### src/rtl/seq_divider.sv
// rtl/seq_divider.sv - sequential unsigned restoring divider, one quotient bit per clock
module seq_divider #(
  parameter int WIDTH = 32,
  parameter int CNT_W = 6
) (
  input  logic             clk,
  input  logic             reset,
  input  logic             start,
  input  logic [WIDTH-1:0] dividend,
  input  logic [WIDTH-1:0] divisor,
  output logic             busy,
  output logic             ready,
  output logic [WIDTH-1:0] quotient,
  output logic [WIDTH-1:0] remainder,
  output logic             div_by_zero
);

  typedef enum logic [1:0] {
    S_IDLE,
    S_RUN,
    S_DONE
  } state_t;

  state_t               state_q, state_d;
  logic [CNT_W-1:0]     cnt_q, cnt_d;
  logic [2*WIDTH-1:0]   rq_q, rq_d;
  logic [WIDTH-1:0]     dvs_q, dvs_d;
  logic                 dbz_q, dbz_d;

  logic [2*WIDTH-1:0]   rq_shift;
  logic [WIDTH:0]       trial;

  // Shift the combined register and trial-subtract the divisor from its upper half.
  // The partial remainder never exceeds WIDTH-1 significant bits before a shift,
  // so the bit shifted out of the top is always zero and WIDTH+1 bits suffice.
  assign rq_shift = {rq_q[2*WIDTH-2:0], 1'b0};
  assign trial    = {1'b0, rq_shift[2*WIDTH-1:WIDTH]} - {1'b0, dvs_q};

  // State and datapath registers, cleared asynchronously by reset.
  always_ff @(posedge clk or posedge reset) begin
    if (reset) begin
      state_q <= S_IDLE;
      cnt_q   <= '0;
      rq_q    <= '0;
      dvs_q   <= '0;
      dbz_q   <= 1'b0;
    end else begin
      state_q <= state_d;
      cnt_q   <= cnt_d;
      rq_q    <= rq_d;
      dvs_q   <= dvs_d;
      dbz_q   <= dbz_d;
    end
  end

  // Next-state logic: accept start in IDLE/DONE, iterate in RUN, hold the result in DONE.
  always_comb begin
    state_d = state_q;
    cnt_d   = cnt_q;
    rq_d    = rq_q;
    dvs_d   = dvs_q;
    dbz_d   = dbz_q;

    unique case (state_q)
      S_IDLE, S_DONE: begin
        if (start) begin
          if (divisor == '0) begin
            // Divide by zero finishes at once: all-ones quotient, dividend as remainder.
            state_d = S_DONE;
            rq_d    = {dividend, {WIDTH{1'b1}}};
            dvs_d   = divisor;
            dbz_d   = 1'b1;
            cnt_d   = '0;
          end else begin
            state_d = S_RUN;
            rq_d    = {{WIDTH{1'b0}}, dividend};
            dvs_d   = divisor;
            dbz_d   = 1'b0;
            cnt_d   = '0;
          end
        end
      end

      S_RUN: begin
        if (trial[WIDTH] == 1'b0) begin
          rq_d = {trial[WIDTH-1:0], rq_shift[WIDTH-1:1], 1'b1};
        end else begin
          rq_d = rq_shift;
        end
        cnt_d = cnt_q + CNT_W'(1);
        if (cnt_q == CNT_W'(WIDTH - 1)) begin
          state_d = S_DONE;
        end
      end

      default: begin
        state_d = S_IDLE;
      end
    endcase
  end

  // Outputs decode directly from registers; the result is only presented while ready.
  always_comb begin
    busy        = (state_q == S_RUN);
    ready       = (state_q == S_DONE);
    quotient    = ready ? rq_q[WIDTH-1:0] : '0;
    remainder   = ready ? rq_q[2*WIDTH-1:WIDTH] : '0;
    div_by_zero = ready & dbz_q;
  end

endmodule

### config.mk
export PLATFORM = sky130hd
export DESIGN_NAME = seq_divider
export DESIGN_NICKNAME = d
export VERILOG_FILES = /design/src/rtl/seq_divider.sv
export SDC_FILE = /design/constraint.sdc
export NUM_CORES = 1
export LEC_CHECK = 0
export CAP_MARGIN = 30
export CORE_ASPECT_RATIO = 0.8
export CORE_MARGIN = 3
export CORE_UTILIZATION = 55
export CTS_CLUSTER_SIZE = 25
export DETAILED_ROUTE_END_ITERATION = 10
export PLACE_DENSITY = 0.85
export REMOVE_ABC_BUFFERS = 1
export SETUP_SLACK_MARGIN = 0.02
export SYNTH_ARGS = -nofsm -noshare
export SYNTH_HDL_FRONTEND = slang
export SYNTH_SLANG_ARGS = --single-unit
### constraint.sdc
create_clock -name clk -period 8.39 [get_ports clk]
set_input_delay 1.678 -clock clk [delete_from_list [all_inputs] [get_ports clk]]
set_output_delay 1.678 -clock clk [all_outputs]
set_load 0.02 [all_outputs]
# Yosys cells after proc, flatten, opt, wreduce, memory -nomap -nowiden
# Index checks and enable logic that the tools add are counted.
# classes
reduce_logical	7
n_mux	13
bitwise	1
n_eq_ne	5
add_sub_neg	2
# op_table
cell	n
two-way mux 64 bit	3
one-hot mux 64 bit (2 select lines)	1
two-way mux 32 bit	2
subtractor 32 x 32 -> 33 bit	1
zero test 32 bit	1
one-hot mux 6 bit (2 select lines)	1
adder 6 x 1 -> 6 bit (second input constant)	1
== test 6 x 5 -> 1 bit (second input constant)	1
two-way mux 2 bit	3
two-way mux 6 bit	1
AND reduction 2 bit	3
one-hot mux 2 bit (2 select lines)	1
== test 2 x 1 -> 1 bit (second input constant)	1
== test 2 bit (second input constant)	1
zero test 2 bit	1
!= test 2 x 1 -> 1 bit (second input constant)	1
!= test 2 bit (second input constant)	1
nonzero test 2 bit	1
OR reduction 2 bit	1
AND 1 bit	1
two-way mux 1 bit	1
# totals
register_bits	105
in_bits	67
elab_cells	33

# Logic depth before layout (Yosys ltp)
# logic_depth
depth_word	4
depth_mapped	13
ltp_nobuf	12

# Worst setup path before layout
# Ideal clock, no wire load.
# synth_timing
path_type	reg2out
start	register state_q[1]
end	output busy
stages_incl_launch_ff	6
n_path_buf	3
arrival_time_ps	1486
setup_slack_ps	5226
cell_sequence	dfrtp_1 > nand2b_1 > clkbuf_1 > inv_2 > buf_1 > clkbuf_1
# synth_between
elab_chain_len	1
# synth_rtl
element	line	rtl
from (decl)	24	state_t state_q, state_d;
from (signal assigned)	48	state_q <= state_d;
== test 2 x 1 -> 1 bit	104	busy = (state_q == S_RUN);
to (decl)	11	output logic busy,
# No other way between the ends.

# Worst setup path in the final report
# layout_timing
start	input divisor[19]
end	register rq_q[48]
# layout_between
elab_chain_len	4
# layout_rtl
element	line	rtl
from (decl)	10	input logic [WIDTH-1:0] divisor,
zero test 32 bit	67	if (divisor == '0) begin
two-way mux 64 bit	67	
two-way mux 64 bit	66	if (start) begin
one-hot mux 64 bit (2 select lines)	64	unique case (state_q)
to (signal assigned)	50	rq_q <= rq_d;
to (decl)	26	logic [2*WIDTH-1:0] rq_q, rq_d;
# No other way between the ends. The select of a mux whose other input is x is not followed.
# A chain may end at the register's enable or synchronous reset.

==> qor.csv <==
stage,metric,value,unit
power_and_ir_drop,comb_power_share,63.9,%
cells_and_area,finalInstanceArea,8843,µm²
synth,synth_top_cell_by_area,dfrtp_1,
detailed_routing,wl_per_cell,16.69,µm
floorplan,fp.dieW,133.1,µm
detailed_routing,dr.pass1.iters,7,
detailed_routing,drc_errors,0,
clocking,cts_made_buffers,9,
worst_hold_path,holdPathEnd,dvs_q[0],
worst_hold_path,min-delay-start,dvs_q[0],
timing,rsz0062_at_grt,no,
synth,synth_area_per_cell,8.114,µm²
global_route,grt_pass1_vias,6340,
global_route,antenna_found_initial,0,
timing,setup_tns,0,ps
synth,synthMuxAreaShare,0.5633,%
synth,synth-seq-cells,105,
floorplan,io-pin-count,134,
worst_setup_path,crit_type,primary input to flop,
worst_setup_path,slowest_stage,nor4_1,
worst_setup_path,worst_r2r_startpoint,rq_q[31],
place,place_hpwl,13.22,mm
worst_setup_path,worstPathCellList,clkdlybuf4s50_1 > nor4_1 > nand4_1 > nor2_4 > buf_4 > and3_1 > a211oi_1 > a21oi_1,
worst_hold_path,hold_path.class,flop to flop,
cells_and_area,n_antenna_cell,0,
detailed_routing,ant_nets,0,
power_and_ir_drop,p_leak,3.790,nW
worst_setup_path,worst_ep_required_time,8660,ps
synth,synth_edf_count,0,
power_and_ir_drop,p_seq_share,25.2,%
detailed_routing,first_iter_violations,627,
place,portBuffers,133,
worst_setup_path,crit_cells,8,
synth,ys_warn_count,0,
worst_setup_path,crit_buf_inv,2,
floorplan,core,12390,µm²
floorplan,die-height,107.7,µm
timing,setup_viol,0,
synth,synthArstFlopShare,100.0,%
detailed_routing,vias,6872,
timing,finalHoldViolCount,0,
synth,yosysMostFrequentCell,nand2_1,
cells_and_area,area_growth,24.41,%
timing,skew,6.875,ps
worst_setup_path,max_stage_delay,810,ps
clocking,cts_tree,built,
floorplan,rows,36,
timing,drv_slew,0,
worst_setup_path,crit_path_start,divisor[19],
synth,synth_compound_area_share,25.05,%
clocking,clk_pin_slew,70,ps
synth,ys_types,55,
clocking,cts_max_path_buffers,2,
worst_setup_path,path_delay_family,simple AND/OR/NAND/NOR gates,
global_route,grt_pass1_wl,31.72,mm
worst_setup_path,endpoint_kind,flop,
clocking,clk_latency,340,ps
cells_and_area,drive_above_1_share,4.115,%
power_and_ir_drop,power.density,432.3,nW/µm²
clocking,cts_root_buf,clkbuf_16,
worst_setup_path,cp_max_fo,67,
timing,period_minus_slack,4077,ps
worst_setup_path,crit_path_start_kind,primary input,
cells_and_area,stdcell_count,1143,
detailed_routing,wirelength,19.08,mm
synth,synthSimpleGateAreaFrac,21.92,%
worst_setup_path,r2r_cells,12,
timing,worst_pin_slew,965.0,ps
global_route,grt-ovfl-total,0,
timing,slew_headroom,35.67,%
clocking,cts-resized-gates,0,
power_and_ir_drop,p_int,2.016,mW
worst_setup_path,worstPathArrival,4350,ps
clocking,cts.sinks,105,
power_and_ir_drop,max-vdd-ir-drop,0.2374,mV
synth,ys.flop_type,dfrtp_1,
floorplan,initial_core_util,57.38,%
detailed_routing,vias_per_cell,6.012,
place,gp_congestion,0.9199,
synth,synthTopCellsByCount,"129 x nand2_1, 105 x dfrtp_1, 85 x o21ai_0",
worst_setup_path,reg2reg_to,rq_q[61],
power_and_ir_drop,power.switching,1.808,mW
synth,synth-adder-area-share,6.090,%
clocking,htree_levels,3,
power_and_ir_drop,p_sw_share,47.28,%
clocking,cts_hold_buf,0,
outcome,status,finished clean,
synth,synth_top_family_by_area,compound AO/OA/AOI/OAI gates,
place,place_area,8549,µm²
cells_and_area,nNetsFinal,1068,
synth,synthTopCellsByArea,"dfrtp_1 37%, nand2_1 6.8%, o21ai_0 6.0%",
synth,syn-cell-area,7108,µm²
synth,ys_seq_area_share,36.97,%
clocking,postCtsSetupBuffers,0,
global_route,grt_max_degree,82,
power_and_ir_drop,clock_power_share,10.8,%
synth,synth-xor-area-share,3.450,%
job,cap_viol_max_count,0,
worst_setup_path,timing.reg2reg.setup_slack,4880,ps
worst_hold_path,whs_path_depth,2,
timing,final.period_utilization,48.60,%
synth,synthCells,876,
global_route,grt_usage,26.74,%
floorplan,dieArea,14330,µm²
timing,max_freq,245.3,MHz
synth,yosysTopAreaCellShare,36.97,%
place,post-place-cells,1127,
## flip-flops by register name, indices dropped and copies added (netlist names)
register and cells:
state_q 2, dbz_q 1, rq_q 64, cnt_q 6, dvs_q 32
## power by group through the flow
stage	sequential (mW)	clock, mW	combinational [mW]
floorplan	0.902	0	1.87
global placement	0.964	0	2.28
detailed placement	0.967	0	2.39
CTS	0.961	0.418	2.41
global route	0.996	0.442	2.74
finish	0.965	0.414	2.44
## worst max path at each step
stage                         endpoint  slack, ps
after detailed placement      rq_q[39]       4110
after CTS                 quotient[30]       4310
after global routing      quotient[16]       4210
after global placement        rq_q[57]       4030
final                         rq_q[48]       4310
after floorplan               rq_q[50]        960
## placed cells by master, fill, tap and decap left out, drive strengths merged, types with 12 or more instances in the layout
| cell type | count |
|---|---|
| xor2 | 15 |
| ha | 33 |
| and2 | 65 |
| clkdlybuf4s50 | 133 |
| o21ai | 105 |
| a211oi | 22 |
| nor2 | 25 |
| a22oi | 33 |
| inv | 42 |
| nand2 | 129 |
| and3 | 24 |
| dfrtp | 105 |
| clkbuf | 13 |
| nand3 | 19 |
| xnor2 | 13 |
| a21oi | 64 |
| a21o | 12 |
## logic make-up after synthesis
group | after synthesis
buf+inv | 105
xor+xnor | 28
simple gates | 312
mux | 4
compound gates | 288
fa+ha+maj | 34
flops | 105
## worst min-delay path, cell delays in order, from the launching register on
cell	delay (ps)
dfrtp_1	350
nand2_1	50
nand2_1	60
## per-stage QoR
step	hold slack, ps	setup slack [ps]	power (mW)	util (%)
after floorplan	438.7	958.1	2.775	-
after global placement	451.9	4033	3.248	68.35
after detailed placement	467.4	4107	3.357	69.02
after CTS	484.5	4306	3.793	71.39
after global routing	509.7	4213	4.178	71.39
final	487.4	4313	3.823	71.39
## layout make-up
| class | count | area [µm²] |
|---|---|---|
| clock inverters | 3 | 23.77 |
| flip-flops and latches | 105 | 2628 |
| clock buffers | 13 | 270.3 |
| repair buffers | 143 | 1466 |
| fillers | 1013 | 3543 |
| multi-input cells | 666 | 4081 |
| well taps | 171 | 214.0 |
| inverters | 42 | 160.2 |
## metal layers
layer  track usage, %  vias up  routed length, µm
met5                0        -                  0
met1            39.65     3315               9010
met4            5.286        0                170
met2            41.70      256               8625
li1                 -     3284                  -
met3            4.299       17               1275
Note: power is estimated with default switching activity, not from simulation.
